===== src/rtl/layer0_input_packer_if.sv =====
// Feature-beat stream in, packed layer-0 vector out.
// The packer is the slave of both halves; the producer and consumer side is the master.
interface layer0_input_packer_if #(
    parameter int N_FEAT  = 49,
    parameter int FEAT_BW = 2
);
    localparam int VEC_W = N_FEAT * FEAT_BW;

    logic               s_valid;
    logic               s_ready;
    logic [FEAT_BW-1:0] s_data;
    logic               s_last;
    logic               m_valid;
    logic               m_ready;
    logic [VEC_W-1:0]   m_data;

    modport slave (
        input  s_valid, s_data, s_last, m_ready,
        output s_ready, m_valid, m_data
    );

    modport master (
        output s_valid, s_data, s_last, m_ready,
        input  s_ready, m_valid, m_data
    );
endinterface


===== src/rtl/layer0_input_packer.sv =====
// Packs a stream of quantized features into one vector per sample for layer 0.
// FILL gathers the sample and HOLD presents it; malformed samples are dropped and counted.
module layer0_input_packer #(
    parameter  int N_FEAT  = 49,
    parameter  int FEAT_BW = 2,
    localparam int VEC_W   = N_FEAT * FEAT_BW
) (
    input  logic                   clk,
    input  logic                   rst_n,
    layer0_input_packer_if.slave   bus,
    output logic                   frame_err,
    output logic [15:0]            err_count
);
    localparam int IDX_W = $clog2(N_FEAT + 1);

    typedef enum logic [1:0] {ST_FILL, ST_FULL, ST_DRAIN} state_t;

    state_t                         r_state, w_state_nxt;
    logic                           r_live;
    logic [IDX_W-1:0]               r_idx, w_idx_nxt;
    logic [N_FEAT-1:0][FEAT_BW-1:0] r_fill, w_fill_nxt;
    logic [VEC_W-1:0]               r_hold;
    logic                           r_hold_vld;
    logic                           r_frame_err;
    logic [15:0]                    r_err_count;

    logic w_acc, w_take, w_at_end;
    logic w_fill_we, w_load_hold, w_load_full, w_err;

    // r_live keeps s_ready low while in reset and for the release edge
    assign bus.s_ready = r_live && (r_state != ST_FULL);
    assign bus.m_valid = r_hold_vld;
    assign bus.m_data  = r_hold;
    assign frame_err   = r_frame_err;
    assign err_count   = r_err_count;

    assign w_acc    = bus.s_valid && bus.s_ready;
    assign w_take   = r_hold_vld && bus.m_ready;
    assign w_at_end = (r_idx == IDX_W'(N_FEAT - 1));

    always_comb begin
        w_fill_nxt = r_fill;
        for (int k = 0; k < N_FEAT; k++) begin
            if (r_idx == IDX_W'(k)) w_fill_nxt[k] = bus.s_data;
        end
    end

    always_comb begin
        w_state_nxt = r_state;
        w_idx_nxt   = r_idx;
        w_fill_we   = 1'b0;
        w_load_hold = 1'b0;
        w_load_full = 1'b0;
        w_err       = 1'b0;
        case (r_state)
            ST_FILL: begin
                if (w_acc) begin
                    if (bus.s_last && w_at_end) begin
                        w_idx_nxt = '0;
                        w_fill_we = 1'b1;
                        if (!r_hold_vld || bus.m_ready) w_load_hold = 1'b1;
                        else                            w_state_nxt = ST_FULL;
                    end else if (bus.s_last) begin
                        w_idx_nxt = '0;
                        w_err     = 1'b1;
                    end else if (w_at_end) begin
                        w_idx_nxt   = '0;
                        w_err       = 1'b1;
                        w_state_nxt = ST_DRAIN;
                    end else begin
                        w_fill_we = 1'b1;
                        w_idx_nxt = r_idx + IDX_W'(1);
                    end
                end
            end
            // HOLD is always occupied here, so m_ready alone means it is consumed
            ST_FULL: begin
                if (bus.m_ready) begin
                    w_load_full = 1'b1;
                    w_state_nxt = ST_FILL;
                end
            end
            ST_DRAIN: begin
                if (w_acc && bus.s_last) w_state_nxt = ST_FILL;
            end
            default: w_state_nxt = ST_FILL;
        endcase
    end

    always_ff @(posedge clk or negedge rst_n) begin
        if (!rst_n) begin
            r_state <= ST_FILL;
            r_live  <= 1'b0;
            r_idx   <= '0;
            r_fill  <= '0;
        end else begin
            r_state <= w_state_nxt;
            r_live  <= 1'b1;
            r_idx   <= w_idx_nxt;
            if (w_fill_we) r_fill <= w_fill_nxt;
        end
    end

    // The completing beat goes straight into HOLD via w_fill_nxt, so no bubble
    always_ff @(posedge clk or negedge rst_n) begin
        if (!rst_n) begin
            r_hold     <= '0;
            r_hold_vld <= 1'b0;
        end else if (w_load_hold) begin
            r_hold     <= w_fill_nxt;
            r_hold_vld <= 1'b1;
        end else if (w_load_full) begin
            r_hold     <= r_fill;
            r_hold_vld <= 1'b1;
        end else if (w_take) begin
            r_hold_vld <= 1'b0;
        end
    end

    always_ff @(posedge clk or negedge rst_n) begin
        if (!rst_n) begin
            r_frame_err <= 1'b0;
            r_err_count <= '0;
        end else begin
            r_frame_err <= w_err;
            if (w_err && (r_err_count != 16'hFFFF)) r_err_count <= r_err_count + 16'd1;
        end
    end
endmodule


===== src/flat_wrapper.sv =====
// flat-port wrapper written by rule: the top's interface ports become plain ports
module layer0_input_packer_flat 
#(
    parameter  int N_FEAT  = 49,
    parameter  int FEAT_BW = 2,
    localparam int VEC_W   = N_FEAT * FEAT_BW
)
  (clk, rst_n, frame_err, err_count, bus_s_valid, bus_s_data, bus_s_last, bus_m_ready, bus_s_ready, bus_m_valid, bus_m_data);
  layer0_input_packer_if #(.N_FEAT(N_FEAT), .FEAT_BW(FEAT_BW)) bus_i ();
  input  logic clk;
  input  logic rst_n;
  output logic frame_err;
  output logic [15:0] err_count;
  input wire logic [$bits(bus_i.s_valid)-1:0] bus_s_valid;
  input wire logic [$bits(bus_i.s_data)-1:0] bus_s_data;
  input wire logic [$bits(bus_i.s_last)-1:0] bus_s_last;
  input wire logic [$bits(bus_i.m_ready)-1:0] bus_m_ready;
  output wire logic [$bits(bus_i.s_ready)-1:0] bus_s_ready;
  output wire logic [$bits(bus_i.m_valid)-1:0] bus_m_valid;
  output wire logic [$bits(bus_i.m_data)-1:0] bus_m_data;
  assign bus_i.s_valid = bus_s_valid;
  assign bus_i.s_data = bus_s_data;
  assign bus_i.s_last = bus_s_last;
  assign bus_i.m_ready = bus_m_ready;
  assign bus_s_ready = bus_i.s_ready;
  assign bus_m_valid = bus_i.m_valid;
  assign bus_m_data = bus_i.m_data;
  layer0_input_packer #(.N_FEAT(N_FEAT), .FEAT_BW(FEAT_BW)) u_core (.clk(clk), .rst_n(rst_n), .bus(bus_i), .frame_err(frame_err), .err_count(err_count));
endmodule

===== config.mk =====
export PLATFORM = sky130hd
export DESIGN_NAME = layer0_input_packer_flat
export DESIGN_NICKNAME = d
export VERILOG_FILES = /design/src/rtl/layer0_input_packer_if.sv /design/src/rtl/layer0_input_packer.sv /design/src/flat_wrapper.sv
export SDC_FILE = /design/constraint.sdc
export NUM_CORES = 1
export LEC_CHECK = 0
export CAP_MARGIN = 10
export CORE_UTILIZATION = 35
export DETAILED_ROUTE_END_ITERATION = 8
export PLACE_DENSITY = 0.62
export SLEW_MARGIN = 20
export SYNTH_ARGS = -nofsm -noshare
export SYNTH_HDL_FRONTEND = slang
export SYNTH_SLANG_ARGS = --single-unit

===== constraint.sdc =====
create_clock -name clk -period 3.1 [get_ports clk]
set_input_delay 0.775 -clock clk [delete_from_list [all_inputs] [get_ports clk]]
set_output_delay 0.775 -clock clk [all_outputs]
set_load 0.1 [all_outputs]

## Yosys cells after proc, flatten, opt, wreduce, memory -nomap -nowiden

Cells that the tools add are included.

| word-level totals | value |
|---|---|
| register bits | 223 |
| logic and storage cells | 211 |

| cells by class | value |
|---|---|
| $add $sub $neg | 2 |
| eq/ne operators | 58 |
| mux-type cells | 81 |
| reduce and logical (&&, ||, !) cells | 14 |

Operators with widths:

| operator | count |
|---|---|
| 98-bit 2-to-1 mux | 2 |
| 2-bit 2-to-1 mux | 56 |
| 6-bit == test, second input constant | 17 |
| 6-bit by 5-bit == test with 1-bit output, second input constant | 16 |
| 6-bit by 4-bit == test with 1-bit output, second input constant | 8 |
| 6-bit by 3-bit == test with 1-bit output, second input constant | 4 |
| 1-bit 2-to-1 mux | 19 |
| 6-bit 2-to-1 mux | 3 |
| 16-bit by 1-bit adder with 16-bit output, second input constant | 1 |
| 16-bit inequality test, second input constant | 1 |
| 6-bit by 2-bit == test with 1-bit output, second input constant | 2 |
| 6-bit by 1-bit adder with 6-bit output, second input constant | 1 |
| 6-bit by 1-bit == test with 1-bit output, second input constant | 1 |
| 1-bit logical AND | 6 |
| 6-bit zero test | 1 |
| 2-bit by 1-bit inequality test with 1-bit output, second input constant | 3 |
| 2-bit case mux with 3 select lines | 1 |
| 6-bit AND reduction | 1 |
| 3-bit by 1-bit inequality test with 1-bit output, second input constant | 1 |
| 3-bit by 2-bit inequality test with 1-bit output, second input constant | 1 |
| 3-bit inequality test, second input constant | 1 |
| 3-bit nonzero test | 1 |
| 2-bit by 1-bit == test with 1-bit output, second input constant | 1 |
| 2-bit == test, second input constant | 1 |
| other kinds (6) | 6 |

## Logic depth before layout (Yosys ltp)

Gate-level depths: netlist of run 1.

| logic depth | value |
|---|---|
| word-level depth | 7 |
| mapped depth | 14 |
| mapped depth without buffers | 10 |

## Worst setup path before layout of run 1

No wires, ideal clock.

| timing path | value |
|---|---|
| kind | reg2out |
| start | reg u_core.r_state[0] |
| end | out bus_s_ready |
| data arrival time | 2.608 ns |
| required time | 2.325 ns |
| slack | -0.283 ns |
| stages on the path, launching flop included | 2 |
| path buffers | 0 |
| cell sequence | dfrtp_1 -> a21boi_0 |

| between the ends | value |
|---|---|
| word-level cells in the longest chain between the ends | 2 |

Ends and longest elaborated chain:

| element | RTL line | source |
|---|---|---|
| start: declaration | layer0_input_packer.sv:18 | `state_t r_state, w_state_nxt;` |
| start signal: assignment | layer0_input_packer.sv:97 | `r_state <= w_state_nxt;` |
| 2-bit by 1-bit inequality test with 1-bit output | layer0_input_packer.sv:31 | `assign bus.s_ready = r_live && (r_state != ST_FULL);` |
| 1-bit logical AND | layer0_input_packer.sv:31 |  |
| end: declaration | flat_wrapper.sv:18 | `output wire logic [$bits(bus_i.s_ready)-1:0] bus_s_ready;` |

Every way passes these cells.

## Worst setup path after layout of run 1

| timing path | value |
|---|---|
| start | reg u_core.r_idx[0] |
| end | reg u_core.r_fill[38] in the netlist's numbering |

| between the ends | value |
|---|---|
| word-level cells in the longest chain between the ends | 6 |
| elaborated cells between the ends (all ways) | 9 |
| those cells by class | eq/ne: 2; mux: 6; reduce/logical: 1 |

Ends and longest elaborated chain:

| element | RTL line | source |
|---|---|---|
| start: declaration | layer0_input_packer.sv:20 | `logic [IDX_W-1:0] r_idx, w_idx_nxt;` |
| start signal: assignment | layer0_input_packer.sv:99 | `r_idx <= w_idx_nxt;` |
| 6-bit == test | layer0_input_packer.sv:39 | `assign w_at_end = (r_idx == IDX_W'(N_FEAT - 1));` |
| 1-bit 2-to-1 mux | layer0_input_packer.sv:66 | `end else if (w_at_end) begin` |
| 1-bit 2-to-1 mux | layer0_input_packer.sv:63 | `end else if (bus.s_last) begin` |
| 1-bit 2-to-1 mux | layer0_input_packer.sv:58 | `if (bus.s_last && w_at_end) begin` |
| 1-bit 2-to-1 mux | layer0_input_packer.sv:57 | `if (w_acc) begin` |
| 1-bit 2-to-1 mux | layer0_input_packer.sv:55 | `case (r_state)` |
| end signal: assignment | layer0_input_packer.sv:100 | `if (w_fill_we) r_fill <= w_fill_nxt;` |
| end: declaration | layer0_input_packer.sv:21 | `logic [N_FEAT-1:0][FEAT_BW-1:0] r_fill, w_fill_nxt;` |

Several ways; a longest one is shown, not always the timed one.
A chain may end at the register's enable or synchronous reset.

==> results.toml, run 1 <==
[clock_network]
cts_sinks = 223
cts_buffers = 25
clkSlewWorstSetupHoldPaths_ns = 0.07
htreeDepth = 1
clockRootBuffer = "clkbuf_16"
cts_tree = "done"
cts.hold.buffers_added = 0
clk_path_buf_depth = 3
insertion_delay_ns = 0.53

[global_routing]
overflow = 0
grt_max_degree = 79
grt_pass1_vias = 7891
gr-usage-all-layers_pct = 19.2
grt_first_pass_wirelength_um = 45400
antenna_found_initial = 0

[worst_setup_path]
arrival_ns = 3.23
critical_path_class = "flop to flop"
slowest_delay_ns = 0.46
path_max_fanout = 49
cpMostUsedCell = "ha_1"
end_kind = "flop"
r2r-start = "u_core.r_idx[0]"
r2r_end = "u_core.r_fill[38]"
reg2regPathDepth = 9
r2r_slack_ns = 0.27
path_cells = "inv_1 -> ha_1 -> nand2b_1 -> or3_1 -> ha_1 -> and2_1 -> buf_12 -> nand2_1 -> mux2_1"
cp_slowest_cell = "or3_1"
critPathLaunchType = "flop"
required_ns = 3.51

[cells_and_area]
fillers = 2677
instances_no_fill = 1450
fin_area_um2 = 12600
syn2layout_area_growth_pct = 23.0
drive_gt1_share_pct = 18.8
fin_nets = 1062
n_antenna_cell = 0

[synthesis]
synthTopCellsByArea = "dfrtp_1, mux2_1, o221a_1, nand2_1, a21oi_1"
avgSynthCellArea_um2 = 11.1
synthDistinctLibCells = 49
syn_area_um2 = 10300
synth_edf_count = 0
ys_ff_latch = 223
postSynthNetCount = 942
synth_common_cells = "dfrtp_1, nand2_1, mux2_1"
ys_warn_count = 0
seq_area_frac_synth_pct = 54.3
yosysTopAreaCell = "dfrtp_1"
ys.flop_type = "dfrtp_1"
async_flop_share_pct = 100
synthCells = 928
synth_top_area_share_pct = 54.3
yosysMostFrequentCell = "dfrtp_1"

[floorplanning]
die_y_um = 173
pin_count = 124
rows = 62
die_area_um2 = 30100
dieWidth_um = 173
initial_core_util_pct = 35.7
core_area_um2 = 28800

[sta]
worst_slew_pin_slew_ns = 0.760
fin_tns_setup_ns = 0
post-route-min-period_ns = 2.83
fin_skew_ns = 0.0134
final-hold-violation-count = 0
drv_slew = 0
rsz0062_at_grt = "false"
slew_headroom_pct = 49.3
max_freq_ghz = 0.353
min_period_over_period_pct = 91.3
finalSetupViolCount = 0
fin_ws_ns = 0.271

[place]
detailed_place_hpwl_um = 18500
placed_cells = 1397
portBuffers = 123
gp_congestion = 0.820
placed_area_um2 = 11800
place_ws_ns = 0.193

[drt]
routedWlPerCell_um = 19.9
ant_nets = 0
via_count = 7787
drtIter0Drc = 520
drcViolationCount = 0
wirelength_um = 28900
firstDrtPassIters = 5
via_per_inst = 5.37

[power]
vdd_ir_drop_max_uv = 558
p_leak_nw = 5.73
power.density_nw_per_um2 = 557

[run_status]
status = "complete, no violations"

[run]
drv_cap = 0

[min_path]
hp-class = "primary input to async pin"
-- routing by layer --
layer  part of all wire [%]  vias up  track usage, %  wire, um
met5                      0        -               0         0
met4                    2.8        0            5.79       805
met3                    5.4       59            2.63      1560
met2                     46      245            30.5     13300
met1                     46     3901            27.3     13200
li1                       -     3582               -         -
-- worst max-delay path, delay by kind of cell, from the launching register on --
kind	cells	cell delay (ns)
flip-flops	1	0.44
buffers and inverters	2	0.40
multiplexers	1	0.34
AND/OR/NAND/NOR	4	0.90
adder cells (fa/ha/maj)	2	0.62
-- worst max-delay path by stage --
stage	from	to	slack, ns	depth (start not counted)
3_3_place_gp	bus_s_last	u_core.bus.m_data[43]	0.24	7
4_1_cts	u_core.r_idx[0]	u_core.bus.m_data[20]	0.19	11
5_1_grt	u_core.r_idx[0]	u_core.r_fill[25]	0.12	9
6_report	u_core.r_idx[0]	u_core.r_fill[38]	0.27	9
3_5_place_dp	bus_s_last	u_core.bus.m_data[39]	0.19	7
2_1_floorplan	u_core.r_idx[0]	u_core.bus.m_data[90]	0.28	13
-- through the flow --
step / utilization (%) / hold WS [ns] / power (mW)
CTS: 43.7 / 0.251 / 7.10
floorplan: - / 0.459 / 3.82
detailed placement: 40.8 / 0.482 / 4.19
finish: 43.9 / 0.234 / 7.04
global placement: 40.8 / 0.475 / 4.17
global route: 43.9 / 0.275 / 7.31
-- where the power goes --
group	switching (mW)	total [mW]	internal, mW
sequential	0.113	3.17	3.06
clock	1.17	2.91	1.74
combinational	0.707	0.964	0.257
total	1.99	7.04	5.05
-- flip-flops by register name, indices dropped and copies added (netlist names) --
register	cells
u_core.bus.m_data	98
u_core.r_fill	98
u_core.err_count	16
u_core.r_idx	6
u_core.r_state	2
u_core.bus.m_valid	1
u_core.frame_err	1
u_core.r_live	1
-- final cells by class --
type                       count  area [um^2]  share of cell area (%)
tap                          384          480                    3.80
sequential                   223         5580                    44.1
clock buffer                  39          748                    5.92
timing repair buffer         159         1350                    10.7
multi-input combinational    633         4390                    34.7
clock inverter                 6         63.8                   0.505
inverter                       6         22.5                   0.178
-- cell families (layout without fill, tap and decap cells) --
kind of cell	Yosys count	count (layout)	synth area share (%)
AO/OA/AOI/OAI	161	161	14.0
adder cells (fa/ha/maj)	7	7	0.852
multiplexers	101	101	11.0
flip-flops	223	223	54.3
AND/OR/NAND/NOR	349	349	15.4
XOR/XNOR	14	14	1.19
buffers and inverters	72	210	3.15
other	1	1	0.0365
-- repair_timing --
action	CTS	global route
setup endpoints to repair	0	69
gates resized for setup	0	1
buffers inserted	0	7
-- cells in the final DEF, fill, tap and decap left out, drive strengths merged, types with 3 or more instances in the layout --
cell type,Yosys,layout
buf,28,152
o221a,98,98
xnor2,14,14
nand2b,5,5
nand3,10,10
nor2,56,56
or3,3,3
mux2,99,99
and3,3,3
nand4,8,8
nor2b,5,5
nand2,214,214
nand3b,6,6
a21oi,51,51
and3b,6,6
nor3b,5,5
and4,4,4
clkbuf,38,41
dfrtp,223,223
nor3,5,5
and2,5,5
inv,5,7
o21ai,4,4
or3b,5,5
clkdlybuf4s50,0,5
ha,7,7
No activity file was read; power rests on OpenSTA's default activity.
==> inputs of run 2 (changes only) <==
CTS_CLUSTER_DIAMETER = 120   (was default)
SKIP_LAST_GASP = 1   (was default)
==> results.toml, run 2 (synthesis gave the netlist of run 1 again) <==
[worst_setup_path]
r2r_end = "u_core.bus.m_data[95]"
required_ns = 3.51
arrival_ns = 3.34
critical_path_class = "flop to flop"
critPathLaunchType = "flop"
reg2regPathDepth = 12
r2r_slack_ns = 0.17
path_max_fanout = 25
end_kind = "flop"
r2r-start = "u_core.r_idx[0]"
critPathLaunch = "u_core.r_idx[0]"

[sta]
worst_slew_pin_slew_ns = 0.762
max_freq_ghz = 0.341
post-route-min-period_ns = 2.93
fin_skew_ns = 0.0131
min_period_over_period_pct = 94.6
rsz0062_at_grt = "true"
holdWs_ns = 0.234
slew_headroom_pct = 49.1
drv_slew = 0
finalSetupViolCount = 0
final-hold-violation-count = 0

[cells_and_area]
fin_area_um2 = 12600
n_antenna_cell = 0
syn2layout_area_growth_pct = 23.0
final_common_cell = "dfrtp_1"
utilization_pct = 43.9
fin_nets = 1062
drive_gt1_share_pct = 18.7
instances_no_fill = 1450
layout_common_cells = "dfrtp_1, nand2_1, buf_4, mux2_1, o221a_1"

[global_routing]
antenna_found_initial = 0
overflow = 0
grt_first_pass_wirelength_um = 45400
grt_pass1_vias = 7891
grt_max_degree = 79
gr-usage-all-layers_pct = 19.2

[clock_network]
clk_path_buf_depth = 3
htreeDepth = 1
cts_sinks = 223
cts_setup_buffers = 0
clkSlewWorstSetupHoldPaths_ns = 0.07
cts_tree = "done"
cts_buffers = 25
insertion_delay_ns = 0.53
clockRootBuffer = "clkbuf_16"
cts-resized-gates = 0
cts.hold.buffers_added = 0

[place]
gp_congestion = 0.820
portBuffers = 123
detailed_place_hpwl_um = 18500
placed_area_um2 = 11800
placed_cells = 1397

[floorplanning]
die_area_um2 = 30100
rows = 62
core_area_um2 = 28800
initial_core_util_pct = 35.7
die_y_um = 173
dieWidth_um = 173
pin_count = 124

[min_path]
hp-class = "primary input to async pin"

[run]
drv_cap = 0

[drt]
via_per_inst = 5.34
via_count = 7747
routedWlPerCell_um = 19.9
ant_nets = 0
drcViolationCount = 0
drtIter0Drc = 498
firstDrtPassIters = 5
wirelength_um = 28900

[power]
vdd_ir_drop_max_uv = 558
power.density_nw_per_um2 = 557
p_leak_nw = 5.73
power_mw = 7.04

[run_status]
status = "complete, no violations"
## run 2: cell count changes in the layout (fill, tap and decap cells not counted), sizes merged
cell    previous run  this run
clkinv             2         3
inv                7         6
## run 2: how the worst max path moves through the flow
stage / end / slack, ns / depth (start not counted)
after floorplan: u_core.bus.m_data[90] / 0.28 / 13
after global placement: u_core.bus.m_data[43] / 0.24 / 7
after detailed placement: u_core.bus.m_data[39] / 0.19 / 7
after CTS: u_core.bus.m_data[20] / 0.19 / 11
after global routing: u_core.bus.m_data[12] / -0.006 / 12
final: u_core.bus.m_data[95] / 0.17 / 12
## run 2: worst max-delay path, cell delays in order (launching register included)
cell       delay [ns]
dfrtp_1          0.44
inv_1            0.11
ha_1             0.20
nand2b_1         0.09
or3_1            0.46
inv_2            0.09
ha_1             0.20
clkinv_1         0.21
nor3_4           0.25
buf_4            0.18
clkbuf_16        0.20
a21oi_1          0.13
o221a_1          0.24
## run 2: metal layers
metal / vias up / track usage, % / part of all wire (%)
met5: - / 0 / 0
met4: 0 / 5.79 / 2.7
li1: 3579 / - / -
met1: 3877 / 27.3 / 46
met3: 55 / 2.63 / 5.4
met2: 236 / 30.5 / 46
## run 2: cell type report
cell class	count	area, um^2
sequential	223	5580
multi-input combinational	633	4390
timing repair buffer	159	1350
clock buffer	39	748
tap	384	480
fill	2677	16100
inverter	6	22.5
clock inverter	6	63.8
## run 2: where the power goes
group          total [mW]  switching [mW]  internal [mW]  leakage, nW
combinational       0.964           0.706          0.257         2.26
clock                2.91            1.17           1.74        0.393
sequential           3.17           0.114           3.06         3.08
total                7.04            1.99           5.05         5.73
## run 2: per-stage QoR
step	TNS, ns	setup slack, ns
6_report	0	0.167
5_1_grt	-0.00885	-0.00630
4_1_cts	0	0.186
3_5_place_dp	0	0.193
3_3_place_gp	0	0.244
2_1_floorplan	0	0.280
==> inputs of run 3 (changes only) <==
DONT_BUFFER_PORTS = 1   (was default)
PLACE_DENSITY = 0.57   (was 0.62)
==> results.toml, run 3 (synthesis gave the netlist of run 1 again) <==
[run_status]
status = "complete, but fails checks"
violations = "hold timing"

[floorplanning]
dieWidth_um = 173
die_area_um2 = 30100
rows = 62
pin_count = 124
die_y_um = 173
initial_core_util_pct = 35.7
core_area_um2 = 28800

[clock_network]
cts_buffers = 26
cts_sinks = 223
clkSlewWorstSetupHoldPaths_ns = 0.06
insertion_delay_ns = 0.53
clk_path_buf_depth = 3
htreeDepth = 1
cts_tree = "done"
clockRootBuffer = "clkbuf_16"

[cells_and_area]
fin_area_um2 = 11800
n_antenna_cell = 0
syn2layout_area_growth_pct = 14.4
fin_nets = 951
drive_gt1_share_pct = 9.94
layout_common_cells = "dfrtp_1, nand2_1, mux2_1, o221a_1, nor2_1"
fillers = 2707
seqCellArea_um2 = 5580
multi_input_area_um2 = 4400
final_common_cell = "dfrtp_1"

[drt]
via_count = 7390
routedWlPerCell_um = 21.8
drcViolationCount = 0
ant_nets = 0
firstDrtPassIters = 4
wirelength_um = 29200
via_per_inst = 5.51
drtIter0Drc = 451

[place]
gp_congestion = 0.791
portBuffers = 0
detailed_place_hpwl_um = 18600
placed_area_um2 = 10900

[worst_setup_path]
critical_path_class = "flop to flop"
path_buf_inv = 4
crit_family = "simple AND/OR/NAND/NOR gates"
required_ns = 3.51
path_cells = "inv_1 -> ha_1 -> nand2b_1 -> or3_1 -> inv_2 -> ha_1 -> clkinv_1 -> nor3_4 -> buf_6 -> a21oi_1 -> o221a_1"
critPathLaunchType = "flop"
cpMostUsedCell = "ha_1"
slowest_delay_ns = 0.44
cp_slowest_cell = "dfrtp_1"
end_kind = "flop"
path_max_fanout = 27
arrival_ns = 3.30

[global_routing]
grt_pass1_vias = 7522
overflow = 0
grt_max_degree = 224
antenna_found_initial = 0
gr-usage-all-layers_pct = 19.2
grt_first_pass_wirelength_um = 44800

[sta]
finalSetupViolCount = 0
drv_slew = 0
fin_tns_setup_ns = 0
slew_headroom_pct = 32.8
holdWs_ns = -0.0485
rsz0062_at_grt = "false"
final-hold-violation-count = 82
worst_slew_pin_slew_ns = 1.01
max_freq_ghz = 0.346
post-route-min-period_ns = 2.89
min_period_over_period_pct = 93.3
fin_skew_ns = 0.00696

[power]
power.density_nw_per_um2 = 594
vdd_ir_drop_max_uv = 422
p_leak_nw = 5.14

[run]
drv_cap = 0

[min_path]
hp-class = "primary input to async pin"
-- run 3: changes by cell type in the layout (fill, tap and decap cells not counted), moves of 2 or more --
| cell | change |
|---|---|
| buf_12 | -3 |
| clkdlybuf4s50_1 | -5 |
| clkinvlp_4 | -2 |
| clkbuf_8 | -3 |
| buf_6 | +2 |
| buf_4 | -104 |
| clkinv_2 | +5 |
-- run 3: per-stage QoR --
step	power, mW	utilization, %	setup WS [ns]	std cells
6_report	6.98	40.8	0.208	1340
3_3_place_gp	4.06	37.8	0.214	1289
3_5_place_dp	4.08	37.8	0.111	1289
5_1_grt	7.24	40.8	0.0337	1340
4_1_cts	7.05	40.7	0.0953	1336
2_1_floorplan	3.82	-	0.280	928
-- run 3: worst paths after layout --
kind | from | end | slack (ns) | cells past startpoint
min in group clk | bus_m_ready | u_core.r_state[0] | 0.32 | 1
worst min-delay path | rst_n | u_core.r_fill[17] | -0.05 | 0
worst max register to register | u_core.r_idx[0] | u_core.bus.m_data[53] | 0.21 | 11
worst max-delay path | u_core.r_idx[0] | u_core.bus.m_data[53] | 0.21 | 11
max in group asynchronous | rst_n | u_core.r_fill[94] | 2.77 | 0
worst min register to register | u_core.r_fill[95] | u_core.r_fill[95] | 0.49 | 1
-- run 3: power breakdown --
| group | switching [mW] | leakage (nW) | total [mW] | internal (mW) |
|---|---|---|---|---|
| Combinational | 0.656 | 1.64 | 0.897 | 0.241 |
| Sequential | 0.0764 | 3.08 | 3.13 | 3.06 |
| Clock | 1.19 | 0.412 | 2.95 | 1.77 |
-- run 3: repair_timing --
item	4_1_cts	5_1_grt
hold endpoints to repair	223	223
setup endpoints to repair	0	81
gates resized for setup	0	2
setup buffers	0	3
-- run 3: metal layers --
layer	wire (um)	part of all wire (%)	up-vias	track usage, %
li1	-	-	3366	-
met1	12900	44	3783	25.3
met2	13500	46	197	31.3
met3	2110	7.2	44	5.44
met4	593	2.0	0	4.39
met5	0	0	-	0
-- run 3: area by class of cell --
cell class                      instances  area share [%]
Sequential cell                       223            47.5
Clock buffer                           39            6.47
Timing Repair Buffer                   46            3.75
Tap cell                              384            4.09
Clock inverter                          8           0.554
Inverter                                6           0.192
Multi-Input combinational cell        634            37.5
